### src/rtl/tube_bcd_formatter.sv
// -----------------------------------------------------------------------------
// tube_bcd_formatter
//   Formats a 32-bit CPU value into the 8-nibble show_data word for the 8-digit
//   seven-segment tube driver. Hex mode passes the value straight through.
//   Decimal mode runs a double-dabble conversion, one input bit per clock.
//   show_data and ovf are registers that change only when the FSM enters DONE
//   (or on reset), so the tube never sees partial conversion results.
//
// Ports
//   clk         in   1   system clock, rising edge
//   rst         in   1   synchronous reset, active low
//   start       in   1   conversion request, sampled only in IDLE
//   mode        in   1   0 = hex passthrough, 1 = decimal (BCD)
//   bin_in      in   32  value to format, latched on the accepted start
//   busy        out  1   high while in CONV or DONE
//   done        out  1   one-cycle pulse, coincides with the new show_data/ovf
//   ovf         out  1   last request was a decimal value >= DEC_LIMIT
//   show_data   out  32  nibble k = digit k, digit 0 rightmost
//   dbg_state_o out  2   current FSM state (0 IDLE, 1 CONV, 2 DONE)
//
// Handshake: a request is accepted on a rising clk edge where the FSM is IDLE
// and start=1. start is ignored while busy=1 (including the DONE cycle), and
// a start held high re-triggers on every IDLE edge. done=1 marks the single
// cycle in which the result of the accepted request is first visible.
// -----------------------------------------------------------------------------
module tube_bcd_formatter #(
  parameter int unsigned DEC_LIMIT = 100_000_000,
  parameter int unsigned NBITS     = 32
) (
  input  logic             clk,
  input  logic             rst,
  input  logic             start,
  input  logic             mode,
  input  logic [NBITS-1:0] bin_in,
  output logic             busy,
  output logic             done,
  output logic             ovf,
  output logic [31:0]      show_data,
  output logic [1:0]       dbg_state_o
);

  localparam int unsigned CNT_W = (NBITS > 1) ? $clog2(NBITS) : 1;
  localparam logic [CNT_W-1:0] LAST_STEP = CNT_W'(NBITS - 1);
  localparam logic [31:0] OVF_PATTERN = 32'hEEEE_EEEE;

  typedef enum logic [1:0] {
    S_IDLE = 2'd0,
    S_CONV = 2'd1,
    S_DONE = 2'd2
  } state_t;

  state_t           state_q, state_d;
  logic [31:0]      bcd_q, bcd_d;
  logic [NBITS-1:0] sh_q, sh_d;
  logic [CNT_W-1:0] cnt_q, cnt_d;
  logic [31:0]      show_q, show_d;
  logic             ovf_q, ovf_d;

  logic             accept;
  logic             over_limit;
  logic             last_step;
  logic [31:0]      bcd_adj;
  logic [31:0]      bcd_step;

  assign accept     = (state_q == S_IDLE) && start;
  // Widen both sides so the limit compare is safe for any NBITS.
  assign over_limit = 64'(bin_in) >= 64'(DEC_LIMIT);
  assign last_step  = (cnt_q == LAST_STEP);

  // Double-dabble step: add-3 correction on every digit >= 5, then shift the
  // next input bit in from the bottom. Correction precedes the shift on every
  // step; with inputs below DEC_LIMIT nothing ever carries out of digit 7.
  always_comb begin
    bcd_adj = '0;
    for (int k = 0; k < 8; k++) begin
      if (bcd_q[4*k +: 4] >= 4'd5) begin
        bcd_adj[4*k +: 4] = bcd_q[4*k +: 4] + 4'd3;
      end else begin
        bcd_adj[4*k +: 4] = bcd_q[4*k +: 4];
      end
    end
    bcd_step = {bcd_adj[30:0], sh_q[NBITS-1]};
  end

  // State and datapath registers.
  always_ff @(posedge clk) begin
    if (!rst) begin
      state_q <= S_IDLE;
      bcd_q   <= '0;
      sh_q    <= '0;
      cnt_q   <= '0;
      show_q  <= '0;
      ovf_q   <= 1'b0;
    end else begin
      state_q <= state_d;
      bcd_q   <= bcd_d;
      sh_q    <= sh_d;
      cnt_q   <= cnt_d;
      show_q  <= show_d;
      ovf_q   <= ovf_d;
    end
  end

  // Next-state logic.
  always_comb begin
    state_d = state_q;
    case (state_q)
      S_IDLE: begin
        if (accept) begin
          if (mode && !over_limit) state_d = S_CONV;
          else                     state_d = S_DONE;
        end
      end
      S_CONV: begin
        if (last_step) state_d = S_DONE;
      end
      S_DONE:  state_d = S_IDLE;
      default: state_d = S_IDLE;
    endcase
  end

  // Datapath next values. show/ovf are only written on the transition into
  // DONE, which is what keeps the display frozen during CONV.
  always_comb begin
    bcd_d  = bcd_q;
    sh_d   = sh_q;
    cnt_d  = cnt_q;
    show_d = show_q;
    ovf_d  = ovf_q;
    case (state_q)
      S_IDLE: begin
        if (accept) begin
          if (!mode) begin
            show_d = 32'(bin_in);
            ovf_d  = 1'b0;
          end else if (over_limit) begin
            show_d = OVF_PATTERN;
            ovf_d  = 1'b1;
          end else begin
            bcd_d = '0;
            sh_d  = bin_in;
            cnt_d = '0;
          end
        end
      end
      S_CONV: begin
        bcd_d = bcd_step;
        sh_d  = sh_q << 1;
        cnt_d = cnt_q + 1'b1;
        if (last_step) begin
          show_d = bcd_step;
          ovf_d  = 1'b0;
        end
      end
      default: ;
    endcase
  end

  // Outputs.
  always_comb begin
    busy        = (state_q != S_IDLE);
    done        = (state_q == S_DONE);
    ovf         = ovf_q;
    show_data   = show_q;
    dbg_state_o = state_q;
  end

endmodule

### config.mk
export PLATFORM = sky130hd
export DESIGN_NAME = tube_bcd_formatter
export DESIGN_NICKNAME = d
export VERILOG_FILES = /design/src/rtl/tube_bcd_formatter.sv
export SDC_FILE = /design/constraint.sdc
export NUM_CORES = 1
export LEC_CHECK = 0
export CAP_MARGIN = 20
export CORE_MARGIN = 4
export CORE_UTILIZATION = 25
export CTS_BUF_LIST = sky130_fd_sc_hd__clkbuf_8
export CTS_CLUSTER_SIZE = 40
export DETAILED_ROUTE_END_ITERATION = 16
export PLACE_DENSITY = 0.43
export SLEW_MARGIN = 5
export SYNTH_ARGS = -nofsm -noshare
export SYNTH_HDL_FRONTEND = slang
export SYNTH_SLANG_ARGS = --single-unit
export TNS_END_PERCENT = 50
### constraint.sdc
create_clock -name clk -period 1.8 [get_ports clk]
set_input_delay 0.36 -clock clk [delete_from_list [all_inputs] [get_ports clk]]
set_output_delay 0.36 -clock clk [all_outputs]
set_load 0.01 [all_outputs]
* Yosys cells after proc, flatten, opt, wreduce, memory -nomap -nowiden
Cells that the tools add are included.
Operators by class: $add $sub $neg 9, multiply operators 0, divide/modulo/power cells 0, $lt $le $gt $ge 9, equal/unequal tests 8, shift operators 0, mux-type cells 34, bitwise operators 0, reductions and logical operators 9
Operators by type and width (count):
- 32-bit two-way mux | 10
- 32-bit case mux with 2 select lines | 3
- 32-bit by 27-bit greater-or-equal comparator with 1-bit output, second input constant | 1
- 4-bit by 3-bit greater-or-equal comparator with 1-bit output, second input constant | 8
- 4-bit by 2-bit adder with 4-bit output, second input constant | 7
- 4-bit two-way mux | 7
- 5-bit two-way mux | 3
- 5-bit case mux with 2 select lines | 1
- 2-bit != test, second input constant | 4
- 4-bit AND reduction | 2
- 2-bit two-way mux | 3
- 5-bit by 1-bit adder with 5-bit output, second input constant | 1
- 5-bit == test, second input constant | 1
- 1-bit two-way mux | 4
- 2-bit case mux with 2 select lines | 1
- 2-bit nonzero test | 2
- 3-bit by 2-bit adder with 3-bit output, second input constant | 1
- 3-bit two-way mux | 1
- 3-bit != test, second input constant | 1
- 2-bit by 1-bit == test with 1-bit output, second input constant | 1
- 2-bit == test, second input constant | 1
- 1-bit logical AND | 2
- 2-bit zero test | 1
- 1-bit case mux with 2 select lines | 1
- 2 further kinds | 2
Word-level totals: flip-flop bits (word level) 104, latch bits 0, memory bits (writable) 0, memory bits (read-only) 0, input bits 36, output and inout port bits 37, logic and storage cells 75, memories 0

* Depth between registers and ports, before layout
Gate-level depths: netlist of run 1.
word-level depth 6, depth in mapped cells 7, depth with buffers taken out 7

* Worst setup path before layout of run 1
Ideal clock, no wire load.
path kind input-to-reg, start point input port bin_in[31], end point register bcd_q[12], setup time 0.143 ns, data arrival time 1.548 ns, data required time 1.657 ns, path slack 0.109 ns, cell stages on the path 6, buffers on the path 1, path through nor4_4 nand4_2 o22a_4 nor2_4 buf_4 o41ai_2
On the way: longest elaborated chain between the ends 3
Ends and longest elaborated chain:
- from (decl) | RTL line 34 | input logic [NBITS-1:0] bin_in,
- 32-bit by 27-bit greater-or-equal comparator with 1-bit output | RTL line 67 | assign over_limit = 64'(bin_in) >= 64'(DEC_LIMIT);
- 2-bit != test (no source line)
- 4-bit AND reduction (no source line)
- to (signal assigned) | RTL line 89 | bcd_q <= '0;
- to (signal assigned) | RTL line 96 | bcd_q <= bcd_d;
- to (decl) | RTL line 53 | logic [31:0] bcd_q, bcd_d;
Every way passes these cells. A chain may end at the register's enable or synchronous reset.

* Worst setup path after layout of run 1
start point input port bin_in[18], end point register cnt_q[2]
On the way: longest elaborated chain between the ends 3
Ends and longest elaborated chain:
- 32-bit by 27-bit greater-or-equal comparator with 1-bit output | RTL line 67
- 2-bit != test (no source line)
- 4-bit AND reduction (no source line)
- to (signal assigned) | RTL line 98 | cnt_q <= cnt_d;
- to (decl) | RTL line 55 | logic [CNT_W-1:0] cnt_q, cnt_d;
Every way passes these cells.

==> run summary, run 1 <==
status -> completed
routed len/inst -> 19.6 um
TNS Setup -> 0 ps
main flop type after synthesis -> dfxtp_1
CTS Buf Count -> 9
Critical Path End -> cnt_q[2]
P_leak -> 2.93 nW
Hold Buf Count CTS -> 0
reg2reg start -> bcd_q[16]
design area -> 8150 um2
Final Hold Fails -> 0
min cycle time layout -> 1770 ps
crit path max fanout -> 5
# IOs -> 73
largest net degree at the start of global routing -> 97
layout cells sized above 1 -> 28.2%
CTS root buf -> clkbuf_8
sequential area share after synthesis -> 36.2%
Reg-to-Reg End -> show_data[20]
clock-pin slew on the worst setup and hold paths -> 100 ps
Netlist cell types -> 61
Final setup viols -> 0
dpl ws -> -722 ps
DRT iter0 DRCs -> 297
CTS sink cnt -> 104
Max-Cap Viols -> 0
Final #Nets -> 834
core area -> 22600 um2
Achievable Freq -> 0.565 GHz
Max Root-Sink Buffers -> 2
GRT overflow -> 0
HP Class -> in -> reg
CTS H-tree depth -> 3
Crit Path Class -> in -> reg
period utilization -> 98.3%
site row count -> 55
first-pass GRT wire length -> 32800 um
flop-to-flop setup slack -> 70 ps
post-synth net total -> 705
Antenna Cells -> 0
Worst EP required -> 2090 ps
Die X -> 160 um
Initial Utilization -> 25.4%
Fin Clk Skew -> 13.5 ps
RSZ-0062 raised after global routing -> true
Die Area -> 25500 um2
GR Layer Usage met1 -> 21.6%
synthesized netlist cell count -> 651
Total GRT Usage -> 16.0%
grt peak-use layer -> met2
DP HPWL -> 14300 um
Max VDD drop -> 0.000350 V
area added between synthesis and finish -> 41.7%
syn_area_per_cell -> 8.84 um2
Via Count -> 5652
drt drc -> 0
vias in the first global route -> 5804
fraction of registers with async set/reset -> 0%
worst-skew pair later-pin latency -> 390 ps
Die Ht -> 160 um
vias per cell -> 5.28
Yosys Warn Count -> 0
Setup crit start kind -> primary input
Routed Antenna Nets -> 0
CP Data Arrival Time -> 2060 ps
DRT Wirelength -> 20900 um
post-route insts no fill -> 1070
Post-synth EDFFs -> 0
Setup WS post-layout -> 30.4 ps
First-pass DRT Iterations -> 4
worst slew pin tran -> 451 ps
Critical Path Source -> bin_in[18]
FF+latch count, synth -> 104
initial antenna violation count -> 0
cells on worst reg2reg path -> 7
Slew HR -> 69.9%
Cell Area, Synth -> 5750 um2
max-slew violations -> 0
placed inst area -> 7280 um2
placer congestion estimate -> 0.777
count of input and output buffers -> 72
CTS tree -> yes
Cell Pwr Density -> 603 nW/um2
Critical Path End Type -> register
met2 Usage GRT -> 25.5%
global routing usage on met3 -> 3.28%
Placed Cells -> 1031
## kinds of logic after synthesis
kind of cell	after synthesis	synth area share [%]
compound gates	240	30.9
xor+xnor	14	2.13
fa+ha+maj	18	3.91
buf+inv	81	6.37
flops	104	36.2
mux	32	5.57
simple gates	162	14.9
## layer usage
layer,up-vias,routed length (um)
met1,2756,9770
met3,38,960
met2,129,9740
li1,2729,-
met5,-,0
met4,0,481
## metrics by stage
step                power [mW]  util, %  hold WS (ps)
global route              5.14     36.0           371
floorplan                 2.80        -           431
global placement          3.27     32.2           444
CTS                       4.95     34.8           375
detailed placement        3.27     32.2           446
finish                    4.91     36.0           380
## final cells by class
class                   count  area, um2
repair buffers            178       1830
clock buffers              11        151
fillers                  2225      14500
well taps                 285        357
flip-flops and latches    104       2100
inverters                  21       78.8
multi-input cells         466       3570
clock inverters             5       61.3
## cells in the mapped netlist, types with 7 or more instances
cell type    n  share of area, %
mux2i_1     32               5.6
o21ai_1     38               3.3
o41ai_2     12               3.4
o221ai_1    23               3.5
o21ai_0     36               3.1
o2bb2ai_1    8               1.2
nand3_1     40               3.5
o211ai_1     9               1.2
nand2_1     54               3.5
nor3_1      14               1.2
ha_1        18               3.9
xnor2_1      8               1.2
nor2_1       7              0.46
a22oi_1      7              0.91
a32oi_1     17               2.6
o21bai_1     8               1.0
nand2b_1    11               1.2
inv_1       18               1.2
clkbuf_1    43               2.8
nor3b_1      8               1.0
a21oi_1     26               2.3
dfxtp_1    104                36
a31oi_1     33               3.6
## worst min-delay path by stage
stage	startpoint	endpoint	slack (ps)	depth (start not counted)
finish	bin_in[9]	sh_q[9]	380	4
global route	bin_in[9]	sh_q[9]	370	4
CTS	bin_in[8]	show_data[8]	370	4
detailed placement	sh_q[30]	sh_q[31]	450	2
global placement	sh_q[26]	sh_q[27]	440	2
floorplan	sh_q[26]	sh_q[27]	430	2
## registers in the layout (all words and copies together), names as in the netlist
register     cells
ovf              1
cnt_q            5
bcd_q           32
show_data       32
sh_q            32
dbg_state_o      2
## power breakdown
| group | leakage [nW] | total [mW] | switching (mW) | internal (mW) |
|---|---|---|---|---|
| Combinational | 1.97 | 0.864 | 0.435 | 0.429 |
| Sequential | 0.852 | 2.42 | 0.0455 | 2.37 |
| Clock | 0.110 | 1.64 | 0.904 | 0.731 |
## worst max-delay path: stages
cell and delay, ps:
dlygate4sd2_1 260, a21oi_1 150, buf_4 160, nand4_4 120, buf_6 170, o22ai_4 270
a211oi_4 100, buf_6 140, buf_12 130, a22o_1 200
## placed cells by master (no fill, tap or decap), drive strengths merged, types with 3 or more instances in the layout
master	instances
a211oi	7
a21oi	26
a22oi	7
a311oi	3
a31oi	33
a32oi	17
buf	107
clkbuf	18
clkdlybuf4s50	45
clkinv	3
dfxtp	104
dlygate4sd2	14
ha	18
inv	22
mux2i	32
nand2	55
nand2b	11
nand3	40
nor2	9
nor3	14
nor3b	8
nor4	8
o211ai	9
o21ai	74
o21bai	8
o221ai	24
o2bb2ai	8
o41ai	16
or3	4
xnor2	8
xor2	6
## timing repair
| item | 4_1_cts | 5_1_grt |
|---|---|---|
| setup endpoints to repair | 108 | 102 |
| resized for setup | 77 | 65 |
| pin swaps | 18 | 27 |
| cloned | 6 | 2 |
| setup buffers | 12 | 6 |
No activity file was read; power rests on OpenSTA's default activity.
==> inputs of run 2 (changes only) <==
Settings changed: PLACE_DENSITY 0.43 to 0.46, SLEW_MARGIN 5 to 20.
==> run 2 against run 1 <==
  * Clock-buffer cell count down 1
  * Global-route usage down 0.31 points
  * Largest cell class unchanged
  * Critical endpoint is now bcd_q[27]
  * Die area unchanged
  * Highest routed layer unchanged
==> run summary, run 2 (synthesized netlist as in run 1, its figures left out) <==
status -> completed
area added between synthesis and finish -> 40.6%
routed len/inst -> 19.2 um (-1.8%)
most frequent cells in the layout -> dfxtp_1 (89), buf_4 (81), nand2_1 (52)
worst-path cell chain -> dlygate4sd2_1 > a21oi_2 > buf_4 > nand4_4 > buf_4 > o22ai_4 > buf_12 > a211oi_4 > buf_12 > a22o_1
site row count -> 55 (unchanged)
min cycle time layout -> 1780 ps (+9.07 ps)
drt drc -> 0 (unchanged)
CP max stage cell -> dlygate4sd2_1
CP Data Arrival Time -> 2060 ps (about the same)
CP peak stage delay -> 270 ps (about the same)
Max VDD drop -> 0.000353 V (+1.0%)
count of input and output buffers -> 72 (unchanged)
CTS H-tree depth -> 3 (unchanged)
crit path max fanout -> 10 (+5)
Worst EP required -> 2090 ps (about the same)
Critical Path End Type -> register
design area -> 8090 um2 (-0.78%)
Max Root-Sink Buffers -> 2 (unchanged)
Final #Nets -> 836 (+0.24%)
HP Class -> in -> reg
most common cell after layout, fill and taps aside -> dfxtp_1
Total GRT Usage -> 15.7% (-0.31 points)
CTS tree -> yes
placed inst area -> 7360 um2 (+1.1%)
Antenna Cells -> 0 (unchanged)
DRT iter0 DRCs -> 391 (+32%)
# IOs -> 73 (unchanged)
clock-pin slew on the worst setup and hold paths -> 110 ps (about the same)
Die X -> 160 um (unchanged)
Placed Cells -> 1036 (+0.48%)
Hold Buf Count CTS -> 0 (unchanged)
CTS root buf -> clkbuf_8
first-pass GRT wire length -> 32000 um (-2.5%)
Max-Cap Viols -> 0 (unchanged)
worst path buffer plus inverter count -> 5 (unchanged)
First-pass DRT Iterations -> 4 (unchanged)
vias per cell -> 5.32 (+0.70%)
Fin Clk Skew -> 12.4 ps (-1.17 ps)
delay-heaviest family, CP -> buffers and inverters
worst-skew pair later-pin latency -> 380 ps (about the same)
P_leak -> 2.96 nW (+1.0%)
Crit Path Class -> in -> reg
Die Area -> 25500 um2 (unchanged)
vias in the first global route -> 5631 (-3.0%)
Final setup viols -> 0 (unchanged)
Initial Utilization -> 25.4% (unchanged)
Routed Antenna Nets -> 0 (unchanged)
DRT Wirelength -> 20600 um (-1.6%)
core area -> 22600 um2 (unchanged)
Final Hold Fails -> 0 (unchanged)
CTS sink cnt -> 104 (unchanged)
CTS Buf Count -> 9 (unchanged)
Achievable Freq -> 0.562 GHz (-0.51%)
max-slew violations -> 0 (unchanged)
largest net degree at the start of global routing -> 109 (+12%)
initial antenna violation count -> 0 (unchanged)
GRT overflow -> 0 (unchanged)
worst slew pin tran -> 529 ps (+77.3 ps)
Cell Pwr Density -> 575 nW/um2 (-4.6%)
post-route insts no fill -> 1072 (+0.19%)
Via Count -> 5702 (+0.88%)
Die Ht -> 160 um (unchanged)
layout cells sized above 1 -> 28.7% (+0.56 points)
RSZ-0062 raised after global routing -> true
placer congestion estimate -> 0.782 (+0.66%)
Slew HR -> 64.7% (-5.2 points)
DP HPWL -> 14100 um (-0.97%)
period utilization -> 98.8% (+0.50 points)
Setup crit start kind -> primary input
==> run 2: changes by cell type in the layout (fill, tap and decap cells not counted), moves of 4 or more <==
cell	before	now
o21ai_2	8	0
dlygate4sd2_1	14	10
buf_12	12	18
o21ai_1	30	38
buf_6	13	6
buf_4	74	81
a21oi_2	3	9
dlymetal6s2s_1	2	9
==> run 2: area by class of cell <==
type	count	area [um2]
fillers	2302	14600
multi-input cells	466	3540
flip-flops and latches	104	2110
repair buffers	180	1830
well taps	285	357
clock buffers	10	138
inverters	21	78.8
clock inverters	6	35.0
==> run 2: report_power, final <==
group	switching, mW	internal [mW]
clock	0.851	0.536
combinational	0.430	0.424
sequential	0.0438	2.37
==> run 2: per-stage QoR <==
step / hold WS (ps) / TNS [ps] / setup slack [ps] / util (%) / total power, mW
6_report: 313 / 0 / 21.3 / 35.7 / 4.65
4_1_cts: 446 / -53.8 / -52.2 / 34.7 / 4.71
3_5_place_dp: 447 / -71230 / -789 / 32.5 / 3.26
3_3_place_gp: 442 / -70350 / -780 / 32.5 / 3.26
2_1_floorplan: 431 / 0 / 109 / - / 2.80
5_1_grt: 290 / -61.5 / -22.4 / 35.7 / 4.88
==> run 2: path summary, 6_finish.rpt <==
check                startpoint            end  slack [ps]  cells after the start
hold / removal       bin_in[11]       sh_q[11]         310                      3
setup reg to reg      bcd_q[20]  show_data[24]          80                      8
setup / recovery     bin_in[18]      bcd_q[27]          20                     10
hold reg to reg   show_data[27]  show_data[27]         460                      2
==> run 2: repair_timing <==
item	CTS	global route
endpoints found under the hold margin	0	0
setup buffers	7	9
gates resized for setup	68	65
pin swaps	14	22
cloned	3	1
setup endpoints to repair	108	86
==> run 2: metal layers <==
| metal | share of wire, % | vias up | routed length, um | GRT usage [%] |
|---|---|---|---|---|
| met3 | 5.5 | 17 | 1140 | 3.07 |
| li1 | - | 2735 | - | - |
| met4 | 1.4 | 0 | 295 | 4.02 |
| met2 | 48 | 156 | 9900 | 25.5 |
| met1 | 45 | 2794 | 9280 | 21.3 |
| met5 | 0 | - | 0 | 0 |
==> run 2: worst min-delay path, stage by stage <==
cell,delay (ps)
clkbuf_2,130
nand3_1,80
a31oi_1,70
==> inputs of run 3 (changes only) <==
Settings changed: SLEW_MARGIN 20 to 10.
==> results of run 3 <==
Final layout, timing and power as in run 2 (identical DEF).
